### config.mk
export PLATFORM = sky130hd
export DESIGN_NAME = fp_dot_sequencer
export DESIGN_NICKNAME = d
export VERILOG_FILES = /design/src/rtl/fp_dot_pkg.sv /design/src/rtl/fp_dot_out_reg.sv /design/src/rtl/fp_dot_sequencer.sv
export SDC_FILE = /design/constraint.sdc
export NUM_CORES = 1
export LEC_CHECK = 0
export BUFFER_PORTS_ARGS = -buffer_cell sky130_fd_sc_hd__buf_4
export CAP_MARGIN = 20
export CORE_MARGIN = 2
export CORE_UTILIZATION = 35
export DETAILED_ROUTE_END_ITERATION = 16
export SETUP_SLACK_MARGIN = 0.4
export SLEW_MARGIN = 25
export SYNTH_ARGS = -nofsm -noshare
export SYNTH_HDL_FRONTEND = slang
export SYNTH_SLANG_ARGS = --single-unit
export TNS_END_PERCENT = 5
### constraint.sdc
create_clock -name clk -period 4.8 [get_ports clk]
set_clock_uncertainty 0.05 [all_clocks]
set_input_delay 0.72 -clock clk [delete_from_list [all_inputs] [get_ports clk]]
set_output_delay 0.72 -clock clk [all_outputs]
set_load 0.01 [all_outputs]
### src/rtl/fp_dot_pkg.sv
// fp_dot_pkg: shared types and constants for the dot-product sequencer.
// Optional build macro for the whole slice: FP_DOT_TIMEOUT_EN.
package fp_dot_pkg;

  localparam int FP_W = 32;
  localparam logic [FP_W-1:0] FP_ZERO = 32'h00000000;

  typedef enum logic [1:0] {
    IDLE,
    ISSUE,
    WAIT,
    OUT
  } state_t;

endpackage

### src/rtl/fp_dot_out_reg.sv
// fp_dot_out_reg: result hold register with valid/ready handshake.
// Holds data and flags stable from load until the consumer accepts.
module fp_dot_out_reg
  import fp_dot_pkg::*;
(
  input  logic            clk,
  input  logic            aresetn,
  input  logic            load,
  input  logic [FP_W-1:0] load_data,
  input  logic            load_trunc,
  input  logic            load_err,
  input  logic            out_ready,
  output logic            out_valid,
  output logic [FP_W-1:0] out_data,
  output logic            out_trunc,
  output logic            out_err,
  output logic            done
);

  assign done = out_valid && out_ready;

  always_ff @(posedge clk) begin
    if (!aresetn) begin
      out_valid <= 1'b0;
      out_data  <= FP_ZERO;
      out_trunc <= 1'b0;
      out_err   <= 1'b0;
    end else if (load) begin
      out_valid <= 1'b1;
      out_data  <= load_data;
      out_trunc <= load_trunc;
      out_err   <= load_err;
    end else if (done) begin
      out_valid <= 1'b0;
      out_data  <= FP_ZERO;
      out_trunc <= 1'b0;
      out_err   <= 1'b0;
    end
  end

endmodule

### src/rtl/fp_dot_sequencer.sv
// fp_dot_sequencer: drives a pipelined FP MAC one pair at a time.
// Define FP_DOT_TIMEOUT_EN to bound the wait for each MAC result.
module fp_dot_sequencer
  import fp_dot_pkg::*;
#(
  parameter int MAX_LEN = 256,
  parameter int TIMEOUT = 64
) (
  input  logic            clk,
  input  logic            aresetn,
  input  logic            in_valid,
  output logic            in_ready,
  input  logic [FP_W-1:0] in_a,
  input  logic [FP_W-1:0] in_b,
  input  logic            in_last,
  output logic            mac_tvalid,
  output logic [FP_W-1:0] mac_a,
  output logic [FP_W-1:0] mac_b,
  output logic [FP_W-1:0] mac_c,
  input  logic            mac_res_tvalid,
  input  logic [FP_W-1:0] mac_res_tdata,
  output logic            out_valid,
  input  logic            out_ready,
  output logic [FP_W-1:0] out_data,
  output logic            out_trunc,
  output logic            out_err
);

  localparam int CW = $clog2(MAX_LEN + 1);

  state_t          state, next;
  logic [FP_W-1:0] acc;
  logic [CW-1:0]   count;
  logic            last_q;
  logic            rst_done;
  logic            accept;
  logic            done;
  logic            load;
  logic [FP_W-1:0] ld_data;
  logic            ld_trunc;
  logic            ld_err;
  logic            tmo;

  assign in_ready   = (state == IDLE) && rst_done;
  assign accept     = in_valid && in_ready;
  assign mac_tvalid = (state == ISSUE);

`ifdef FP_DOT_TIMEOUT_EN
  localparam int WW = $clog2(TIMEOUT + 1);
  logic [WW-1:0] wait_cnt;

  always_ff @(posedge clk) begin
    if (!aresetn || state != WAIT) begin
      wait_cnt <= '0;
    end else begin
      wait_cnt <= wait_cnt + WW'(1);
    end
  end

  assign tmo = (wait_cnt == WW'(TIMEOUT - 1));
`else
  assign tmo = 1'b0;
`endif

  always_ff @(posedge clk) begin
    if (!aresetn) begin
      state <= IDLE;
    end else begin
      state <= next;
    end
  end

  always_comb begin
    next     = state;
    load     = 1'b0;
    ld_data  = mac_res_tdata;
    ld_trunc = 1'b0;
    ld_err   = 1'b0;
    unique case (state)
      IDLE: begin
        if (accept) next = ISSUE;
      end
      ISSUE: next = WAIT;
      WAIT: begin
        if (mac_res_tvalid) begin
          if (last_q || count == CW'(MAX_LEN)) begin
            next     = OUT;
            load     = 1'b1;
            ld_trunc = !last_q;
          end else begin
            next = IDLE;
          end
        end else if (tmo) begin
          // Report the last good partial sum alongside the error.
          next    = OUT;
          load    = 1'b1;
          ld_data = acc;
          ld_err  = 1'b1;
        end
      end
      OUT: begin
        if (done) next = IDLE;
      end
      default: next = IDLE;
    endcase
  end

  always_ff @(posedge clk) begin
    if (!aresetn) begin
      rst_done <= 1'b0;
      acc      <= FP_ZERO;
      count    <= '0;
      last_q   <= 1'b0;
      mac_a    <= FP_ZERO;
      mac_b    <= FP_ZERO;
      mac_c    <= FP_ZERO;
    end else begin
      rst_done <= 1'b1;
      if (accept) begin
        mac_a  <= in_a;
        mac_b  <= in_b;
        mac_c  <= acc;
        last_q <= in_last;
        count  <= count + CW'(1);
      end
      if (state == WAIT && mac_res_tvalid) begin
        acc <= mac_res_tdata;
      end
      if (done) begin
        acc    <= FP_ZERO;
        count  <= '0;
        last_q <= 1'b0;
      end
    end
  end

  fp_dot_out_reg u_out (
    .clk        (clk),
    .aresetn    (aresetn),
    .load       (load),
    .load_data  (ld_data),
    .load_trunc (ld_trunc),
    .load_err   (ld_err),
    .out_ready  (out_ready),
    .out_valid  (out_valid),
    .out_data   (out_data),
    .out_trunc  (out_trunc),
    .out_err    (out_err),
    .done       (done)
  );

endmodule
==> summary.txt, run 1 <==
Outcome
  • Outcome: finished clean

Layout
  • Reg area: 3500 um2
  • # fillers: 1751
  • Commonest non-fill, non-tap cell in the layout: nand2_1
  • Commonest non-fill, non-tap cells in the layout: 270 x nand2_1, 242 x buf_4, 175 x dfxtp_1
  • Layout area overhead: 38.6%
  • Diode count: 0
  • Final layout net count: 1029
  • Finished Cell Area: 8830 um2
  • Proportion of layout cells with a drive suffix above 1: 0.304
  • Area taken by multi-input logic gates: 2610 um2

Placement
  • I/O Buffers: 233
  • Final GP Congestion: 0.712
  • Post-DP HPWL: 11.0 mm
  • Post-place instance area: 8230 um2
  • Pre-CTS setup slack: 2.18 ns

Global route
  • First-pass GRT wire length: 26.5 mm
  • Vias in the first global route: 5152
  • Initial antenna violation count: 0
  • Largest net degree at the start of global routing: 82
  • Total GRT Usage: 0.168
  • Overflow after GRT: 0

STA
  • Final Hold Vio Count: 0
  • Setup TNS: 0 ns
  • Fin crit share: 0.489
  • RSZ-0062 raised after global routing: no
  • Achievable frequency: 426 MHz
  • Worst Tran Pin Value: 0.566 ns
  • Slew Limit Headroom: 0.622
  • Final setup viols: 0
  • Post-route minimum period: 2.34 ns
  • Final WS setup: 2.46 ns
  • Slew Limit Fails: 0

Critical path
  • Worst setup path end: u_out.out_data[10]$_SDFFE_PN0P_
  • R2R Setup Slk: 2.46 ns
  • Reg-to-Reg End: u_out.out_data[10]$_SDFFE_PN0P_
  • Most frequent cell on the critical path: buf_4
  • Worst r2r src: state[1]$_SDFFE_PN0P_
  • Worst R2R Path Depth: 5
  • Crit. End Element: register
  • WS Path Type: register to register
  • CP startpoint: state[1]$_SDFFE_PN0P_
  • Slowest CP cell: and3b_1
  • Critical path cell sequence: and3b_1 > buf_4 > a21oi_2 > buf_4 > a22o_1
  • Critical path required time: 5.06 ns
  • CP startpoint kind: register
  • Slowest cell delay on critical path: 0.55 ns
  • CP max FO: 24
  • CP Data Arrival Time: 2.61 ns

Die
  • Core Area: 17900 um2
  • Initial core utilization: 0.356
  • I/O Pins: 235
  • Die area: 19300 um2
  • Die Width: 139 um
  • Cell Rows: 49
  • Die height: 139 um

CTS
  • Post-CTS Hold Fix Bufs: 0
  • Total CTS buffers: 17
  • TritonCTS clock tree: done
  • CTS H-Tree Depth: 4
  • Clk Latency, worst-skew pair: 0.42 ns
  • Post-CTS Resized: 0
  • Post-CTS setup buffer count: 0
  • Clock root buffer: clkbuf_16
  • Clk buf depth: 2
  • Clock slew at reported path FFs: 0.07 ns
  • CTS sink cnt: 175

Detailed routing
  • DR DRC count: 0
  • Remaining antenna violation count: 0
  • Drt via density: 4.65
  • Wire length per cell: 14.2 um
  • Final WL: 16.6 mm
  • Via count: 5424
  • DR iter-0 viols: 214
  • First-pass iteration count of the detailed router: 4

Synthesis
  • Post-synthesis cell type count: 38
  • Seq/Total Area, Yosys: 0.550
  • Post-Synthesis Cells: 718
  • Synth Net Count: 822
  • Synth Register Bits: 175
  • Mapped Avg Cell Area: 8.88 um2
  • Area of the mapped netlist: 6370 um2
  • Yosys warns: 0

Pwr
  • Pwr dens: 356 nW/um2
  • Maximum VDD drop: 0.000253 V
  • P_leak: 3.63 nW

Job
  • Max-cap violations: 0

Worst hold path
  • Min-Delay Path Class: register to register
  • Hold Path Depth: 2
==> cell families (layout without fill, tap and decap cells) <==
kind of cell,after synthesis,count (layout),synth area share
AOI/OAI and AO/OA,176,176,0.199
xor gates and xnor gates,6,6,0.00825
adders and majority gates,2,2,0.00393
buffers and inverters,59,279,0.0452
DFF,175,175,0.550
other,1,1,0.000588
and+or+nand+nor,299,299,0.194
==> cells in the mapped netlist <==
| master | number | area (um2) |
|---|---|---|
| nand2_1 | 270 | 1010 |
| dfxtp_1 | 175 | 3500 |
| a21boi_1 | 55 | 413 |
| a21boi_0 | 43 | 323 |
| a21oi_1 | 39 | 195 |
| a22o_1 | 31 | 272 |
| buf_2 | 26 | 130 |
| clkbuf_1 | 23 | 86.3 |
| nor2_1 | 7 | 26.3 |
| inv_1 | 4 | 15.0 |
| nand3_1 | 4 | 20.0 |
| xnor2_1 | 4 | 35.0 |
| buf_4 | 3 | 22.5 |
| buf_6 | 3 | 33.8 |
| nand3b_1 | 3 | 22.5 |
| nor3_2 | 3 | 30.0 |
| ha_1 | 2 | 25.0 |
| nand4_1 | 2 | 12.5 |
| xor2_1 | 2 | 17.5 |
| a21o_1 | 1 | 7.51 |
| a221o_1 | 1 | 10.0 |
| a31o_1 | 1 | 8.76 |
| a31o_2 | 1 | 8.76 |
| a31oi_1 | 1 | 6.26 |
| a32oi_1 | 1 | 8.76 |
| and3_1 | 1 | 6.26 |
| and3b_1 | 1 | 8.76 |
| and4bb_1 | 1 | 12.5 |
| conb_1 | 1 | 3.75 |
| nand4bb_1 | 1 | 11.3 |
| nor2b_1 | 1 | 6.26 |
| nor3b_1 | 1 | 7.51 |
| nor4_2 | 1 | 12.5 |
| nor4b_2 | 1 | 15.0 |
| nor4b_4 | 1 | 23.8 |
| o211ai_1 | 1 | 7.51 |
| o21ai_0 | 1 | 5.00 |
| or3_1 | 1 | 6.26 |
==> worst max-delay path: cells and delay by family, from the launching register on <==
kind	cells	cell delay [ns]
flip-flops	1	0.53
AND/OR/NAND/NOR	1	0.55
buffers and inverters	2	0.64
AO/OA/AOI/OAI	2	0.45
==> worst min path at each step <==
stage	endpoint	slack, ns	start
final	mac_c[26]$_SDFFE_PN0P_	0.39	acc[26]$_SDFFE_PP0P_
after global routing	mac_c[17]$_SDFFE_PN0P_	0.42	acc[17]$_SDFFE_PP0P_
after CTS	mac_c[26]$_SDFFE_PN0P_	0.40	acc[26]$_SDFFE_PP0P_
after detailed placement	mac_c[25]$_SDFFE_PN0P_	0.40	acc[25]$_SDFFE_PP0P_
after global placement	mac_c[7]$_SDFFE_PN0P_	0.39	acc[7]$_SDFFE_PP0P_
after floorplan	mac_c[0]$_SDFFE_PN0P_	0.38	acc[0]$_SDFFE_PP0P_
==> layout make-up <==
type / count / area share
inverters: 4 / 0.00170
well taps: 229 / 0.0324
flip-flops and latches: 175 / 0.397
repair buffers: 243 / 0.208
multi-input cells: 484 / 0.295
clock inverters: 13 / 0.0149
clock buffers: 19 / 0.0513
==> layer usage <==
layer	up-vias	global-route usage	wire, um
met2	149	0.262	7630
met1	2472	0.218	7650
met4	0	0.0633	256
met3	16	0.0552	1050
li1	2787	-	-
met5	-	0	0
==> sequential cells by signal, indices dropped and copies added (netlist names) <==
register,flops
rst_done,1
acc,32
count,9
u_out.out_data,32
mac_a,32
mac_c,32
mac_b,32
last_q,1
state,2
u_out.out_valid,1
u_out.out_trunc,1
==> power by group <==
| group | total, W | internal, W | switching (W) | leakage (nW) |
|---|---|---|---|---|
| Sequential | 0.00151 | 0.00149 | 0.0000233 | 1.42 |
| Combinational | 0.000279 | 0.000136 | 0.000142 | 1.93 |
| Clock | 0.00135 | 0.000753 | 0.000597 | 0.284 |
| Total | 0.00314 | 0.00238 | 0.000763 | 3.63 |
==> metrics by stage <==
step                      hold WS [ns]  power, W  std cells  utilization
after global placement           0.389   0.00183       1134        0.460
after floorplan                  0.381   0.00168        718            -
after detailed placement         0.395   0.00183       1134        0.460
after global routing             0.415   0.00328       1167        0.493
after CTS                        0.399   0.00318       1166        0.492
final                            0.393   0.00314       1167        0.493
Note: power is estimated with default switching activity, not from simulation.
==> inputs of run 2 (changes only) <==
Settings changed: ABC_AREA from default to 1.
Clock period 4.8 ns to 2.2 ns, I/O delays scaled along.
==> run 2 against run 1 <==
  * Hold slack got worse by 0.28 ns
  * Area after synthesis increased by 0.73%
  * Sequential power increased by 130%
  * Die area increased by 0.71%
  * Synthesized cell count increased by 14%
  * Largest cell class unchanged
==> summary.txt, run 2 <==
Die
  • Die height: 139 um
  • Cell Rows: 49
  • Initial core utilization: 0.357
  • Core Area: 18000 um2
  • Die area: 19400 um2
  • Die Width: 139 um
  • I/O Pins: 235

Layout
  • Layout Utilization: 0.494
  • Layout area overhead: 38.2%
  • # fillers: 1803
  • Commonest non-fill, non-tap cell in the layout: nand2_1
  • Commonest non-fill, non-tap cells in the layout: 284 x nand2_1, 245 x buf_4, 175 x dfxtp_1
  • Proportion of layout cells with a drive suffix above 1: 0.281
  • Diode count: 0
  • Final layout net count: 1130

CTS
  • Clock slew at reported path FFs: 0.07 ns
  • Post-CTS setup buffer count: 0
  • Clock root buffer: clkbuf_16
  • Clk buf depth: 2
  • CTS H-Tree Depth: 4
  • Clk Latency, worst-skew pair: 0.42 ns
  • Total CTS buffers: 17
  • CTS sink cnt: 175
  • TritonCTS clock tree: done

Detailed routing
  • Drt via density: 4.77
  • First-pass iteration count of the detailed router: 4
  • Wire length per cell: 14.4 um
  • Via count: 6046
  • Final WL: 18.3 mm
  • DR iter-0 viols: 290
  • DR DRC count: 0
  • Remaining antenna violation count: 0

Pwr
  • Internal: 0.00562 W
  • Gate power share: 0.174
  • P_sw: 0.00219 W
  • Pwr dens: 881 nW/um2
  • P_leak: 3.63 nW
  • Overall power: 0.00781 W
  • Sequential Power Share: 0.449
  • Sw frac: 0.281
  • Clock network power share: 0.377
  • Maximum VDD drop: 0.000635 V

Global route
  • Vias in the first global route: 5645
  • Overflow after GRT: 0
  • Largest net degree at the start of global routing: 132
  • First-pass GRT wire length: 29.2 mm
  • Total GRT Usage: 0.185
  • Initial antenna violation count: 0

Critical path
  • WS Path Type: register to output pin
  • CP Data Arrival Time: 1.30 ns
  • CP startpoint kind: register
  • Crit. End Element: output pin
  • Critical path required time: 1.82 ns
  • CP max FO: 5

Synthesis
  • Post-Synthesis Cells: 817
  • Synth Register Bits: 175
  • Post-synth EDFFs: 0
  • Cell with the most instances after synthesis: nand2_1
  • Mapped Avg Cell Area: 7.86 um2
  • Synth Net Count: 921
  • Top cells by area, synth: dfxtp_1 55%, nand2_1 17%, a21oi_1 13%, nand3_1 5.3%, buf_2 2.0%
  • Area of the mapped netlist: 6420 um2
  • Cell taking the most area after synthesis: dfxtp_1
  • Main flop type after synthesis: dfxtp_1
  • Yosys warns: 0
  • Top post-synthesis cells by count: 284 x nand2_1, 175 x dfxtp_1, 171 x a21oi_1, 68 x nand3_1, 26 x buf_2
  • Post-synthesis cell type count: 28
  • Seq/Total Area, Yosys: 0.546
  • Async S/R FF share, synth: 0
  • Share of the synthesized area in the top cell type: 0.546

STA
  • Post-route minimum period: 1.68 ns
  • Achievable frequency: 594 MHz
  • RSZ-0062 raised after global routing: yes
  • Slew Limit Fails: 0
  • Fin crit share: 0.766
  • Final setup viols: 0
  • Final Hold Vio Count: 0
  • Setup TNS: 0 ns
  • Worst Tran Pin Value: 0.633 ns
  • Slew Limit Headroom: 0.578

Job
  • Max-cap violations: 0

Worst hold path
  • Min-Delay Path Class: input pin to register

Placement
  • Final GP Congestion: 0.785
  • I/O Buffers: 233
  • Post-DP HPWL: 12.0 mm

Outcome
  • Outcome: finished clean
==> run 2: area by class of cell <==
cell class | count | area [um2] | share of cell area
Clock buffer | 22 | 474 | 0.0534
Inverter | 25 | 96.3 | 0.0109
Tap cell | 229 | 287 | 0.0323
Multi-Input combinational cell | 557 | 2490 | 0.280
Sequential cell | 175 | 3500 | 0.395
Timing Repair Buffer | 250 | 1920 | 0.216
Clock inverter | 10 | 103 | 0.0116
==> run 2: routing by layer <==
layer,global-route usage,wire (um),part of all wire,up-vias
met2,0.295,8270,0.45,184
met5,0,0,0,-
li1,-,-,-,3080
met3,0.0723,1650,0.090,14
met4,0.0494,223,0.012,0
met1,0.234,8110,0.44,2768
==> run 2: through the flow <==
step	hold slack (ns)	cell area, um2	cells	setup WS [ns]
2_1_floorplan	0.308	6420	817	0.802
3_3_place_gp	0.398	8280	1235	0.528
3_5_place_dp	0.403	8280	1235	0.480
4_1_cts	0.0895	8870	1268	0.444
5_1_grt	0.103	8870	1268	0.347
6_report	0.112	8870	1268	0.515
==> run 2: path summary, 6_finish.rpt <==
kind | start | endpoint | slack, ns | depth (start not counted)
worst max-delay path | state[1]$_SDFFE_PN0P_ | in_ready | 0.52 | 4
worst min-delay path | in_b[8] | mac_b[8]$_SDFFE_PN0P_ | 0.11 | 3
worst max register to register | state[1]$_SDFFE_PN0P_ | mac_c[15]$_SDFFE_PN0P_ | 0.54 | 6
worst min register to register | acc[24]$_SDFFE_PP0P_ | mac_c[24]$_SDFFE_PN0P_ | 0.41 | 2
==> run 2: power groups by stage <==
stage / Sequential [W] / Clock (W) / Combinational [W]
finish: 0.00351 / 0.00295 / 0.00136
global route: 0.00354 / 0.00315 / 0.00152
CTS: 0.00351 / 0.00303 / 0.00138
detailed placement: 0.00358 / 0 / 0.00138
global placement: 0.00357 / 0 / 0.00137
floorplan: 0.00364 / 0 / 0.000741
==> run 2: cells by family (layout without fill, tap and decap cells) <==
kind of cell               count (synthesis)  in the layout  synth area share
DFF                                      175            175             0.546
adders and majority gates                  2              2           0.00390
AOI/OAI and AO/OA                        180            180             0.141
and+or+nand+nor                          374            374             0.241
buffers and inverters                     85            307            0.0676
other                                      1              1          0.000584
==> run 2: worst max-delay path, stage by stage (launching register included) <==
cell	delay (ns)
dfxtp_1	0.35
nor2_2	0.20
inv_1	0.09
nor2_1	0.11
buf_4	0.14
==> run 2: timing repair <==
item / CTS / global route
hold buffers: 1 / 0
endpoints found under the hold margin: 1 / 0
setup endpoints to repair: 0 / 14
resized for setup: 0 / 1
==> inputs of run 3 (changes only) <==
Clock period 2.2 ns to 1.7 ns, I/O delays scaled along.
==> run 3 against run 2 <==
  * Sequential cell count stayed put
  * Core utilization grew 2.7 points
  * First-iteration DRC count rose by 5.2%
  * Largest power group unchanged
  * Critical path depth is 6 higher
  * Count of clock-buffer cells in the layout is 1 lower
  * Via count increased by 2.7%
==> summary.txt, run 3 (synthesis results as in run 2) <==
Outcome
  • Outcome: finished clean

Pwr
  • Sw frac: 0.284
  • Pwr dens: 1120 nW/um2
  • Internal: 0.00752 W
  • Maximum VDD drop: 0.000774 V
  • Overall power: 0.0105 W
  • Gate power share: 0.211
  • P_sw: 0.00298 W
  • Clock network power share: 0.356
  • P_leak: 3.76 nW
  • Sequential Power Share: 0.433

Placement
  • Final GP Congestion: 0.814
  • Post-DP HPWL: 12.2 mm
  • Cell count after placement: 1235
  • I/O Buffers: 233

CTS
  • Total CTS buffers: 17
  • Clk buf depth: 2
  • Clock slew at reported path FFs: 0.06 ns
  • TritonCTS clock tree: done
  • Clock root buffer: clkbuf_16
  • CTS H-Tree Depth: 4
  • CTS sink cnt: 175
  • Clk Latency, worst-skew pair: 0.42 ns

Die
  • Die height: 139 um
  • Core Area: 18000 um2
  • Cell Rows: 49
  • Die Width: 139 um
  • Initial core utilization: 0.357
  • I/O Pins: 235
  • Die area: 19400 um2

STA
  • Setup TNS: 0 ns
  • Fin crit share: 0.901
  • Post-route minimum period: 1.53 ns
  • Hold WS: 0.0342 ns
  • RSZ-0062 raised after global routing: yes
  • Slew Limit Fails: 0
  • Final Hold Vio Count: 0
  • Slew Limit Headroom: 0.531
  • Worst Tran Pin Value: 0.704 ns
  • Achievable frequency: 653 MHz
  • Final setup viols: 0

Global route
  • Largest net degree at the start of global routing: 132
  • Overflow after GRT: 0
  • Total GRT Usage: 0.189
  • First-pass GRT wire length: 29.8 mm
  • Initial antenna violation count: 0
  • Vias in the first global route: 5718

Detailed routing
  • DR iter-0 viols: 305
  • First-pass iteration count of the detailed router: 5
  • Drt via density: 4.83
  • Wire length per cell: 14.9 um
  • DR DRC count: 0
  • Via count: 6208
  • Final WL: 19.1 mm
  • Remaining antenna violation count: 0

Layout
  • Non-filler cells, final: 1284
  • Commonest non-fill, non-tap cell in the layout: nand2_1
  • Diode count: 0
  • Final layout net count: 1147
  • Layout area overhead: 45.7%
  • Commonest non-fill, non-tap cells in the layout: 284 x nand2_1, 243 x buf_4, 171 x dfxtp_1
  • # fillers: 1780
  • Proportion of layout cells with a drive suffix above 1: 0.324

Critical path
  • CP max FO: 4
  • Critical path required time: 2.00 ns
  • CP Data Arrival Time: 1.83 ns
  • WS Path Type: register to register
  • CP startpoint kind: register
  • Crit. End Element: register

Job
  • Max-cap violations: 0

Worst hold path
  • Min-Delay Path Class: input pin to register
-- run 3: cell types whose count changed in the layout (fill, tap and decap cells not counted), moves of 3 or more --
cell      delta
buf_12       +8
clkinv_2     +5
dfxtp_1      -4
dfxtp_2      +3
inv_1        -3
inv_6        -3
nand2_8      +4
nand3_1     -22
nand3_2     +22
-- run 3: repair_timing --
| item | in CTS | in global routing |
|---|---|---|
| gates cloned | 4 | 3 |
| endpoints found under the setup margin | 176 | 176 |
| setup buffers | 10 | 0 |
| hold endpoints to repair | 1 | 1 |
| resized for setup | 30 | 19 |
| pin swaps | 11 | 18 |
-- run 3: per-stage QoR --
stage | setup slack [ns] | instance area (um2) | utilization
final | 0.168 | 9350 | 0.521
after detailed placement | 0.118 | 8320 | 0.463
after floorplan | 0.342 | 6430 | -
after CTS | 0.186 | 9180 | 0.511
after global routing | 0.0966 | 9350 | 0.521
after global placement | 0.169 | 8320 | 0.463
-- run 3: path summary, 6_finish.rpt --
path                    startpoint                             end  slack [ns]  cells after the start
max          count[0]$_SDFFE_PP0P_  u_out.out_data[6]$_SDFFE_PN0P_        0.17                     10
min                       in_a[20]          mac_a[20]$_SDFFE_PN0P_        0.03                      3
max reg2reg  count[0]$_SDFFE_PP0P_  u_out.out_data[6]$_SDFFE_PN0P_        0.17                     10
min reg2reg   acc[11]$_SDFFE_PP0P_          mac_c[11]$_SDFFE_PN0P_        0.41                      2
-- run 3: power groups by stage --
stage	combinational, W	clock, W	sequential, W
2_1_floorplan	0.000960	0	0.00471
3_3_place_gp	0.00183	0	0.00463
3_5_place_dp	0.00184	0	0.00463
4_1_cts	0.00215	0.00383	0.00455
5_1_grt	0.00242	0.00398	0.00458
6_report	0.00221	0.00374	0.00455
-- run 3: area by class of cell --
| type | instances | area [um2] | share of cell area |
|---|---|---|---|
| multi-input cells | 561 | 2700 | 0.289 |
| flip-flops and latches | 175 | 3510 | 0.375 |
| clock inverters | 10 | 87.6 | 0.00937 |
| clock buffers | 21 | 470 | 0.0503 |
| repair buffers | 263 | 2200 | 0.235 |
| inverters | 25 | 97.6 | 0.0104 |
| well taps | 229 | 287 | 0.0306 |
-- run 3: per-layer routing --
metal  GRT usage  routed length [um]
met2       0.303                9040
met5           0                   0
met1       0.249                8520
met3      0.0523                1350
met4      0.0564                 235
-- run 3: worst max-delay path, stage by stage (launching register included) --
cell and delay, ns:
dfxtp_2 0.32, inv_2 0.05, ha_2 0.15, nand2_1 0.04, nor2_1 0.12, nand2_1 0.11, nand2_4 0.14, buf_12 0.16
clkbuf_16 0.15, nand3_2 0.05, a21oi_1 0.13
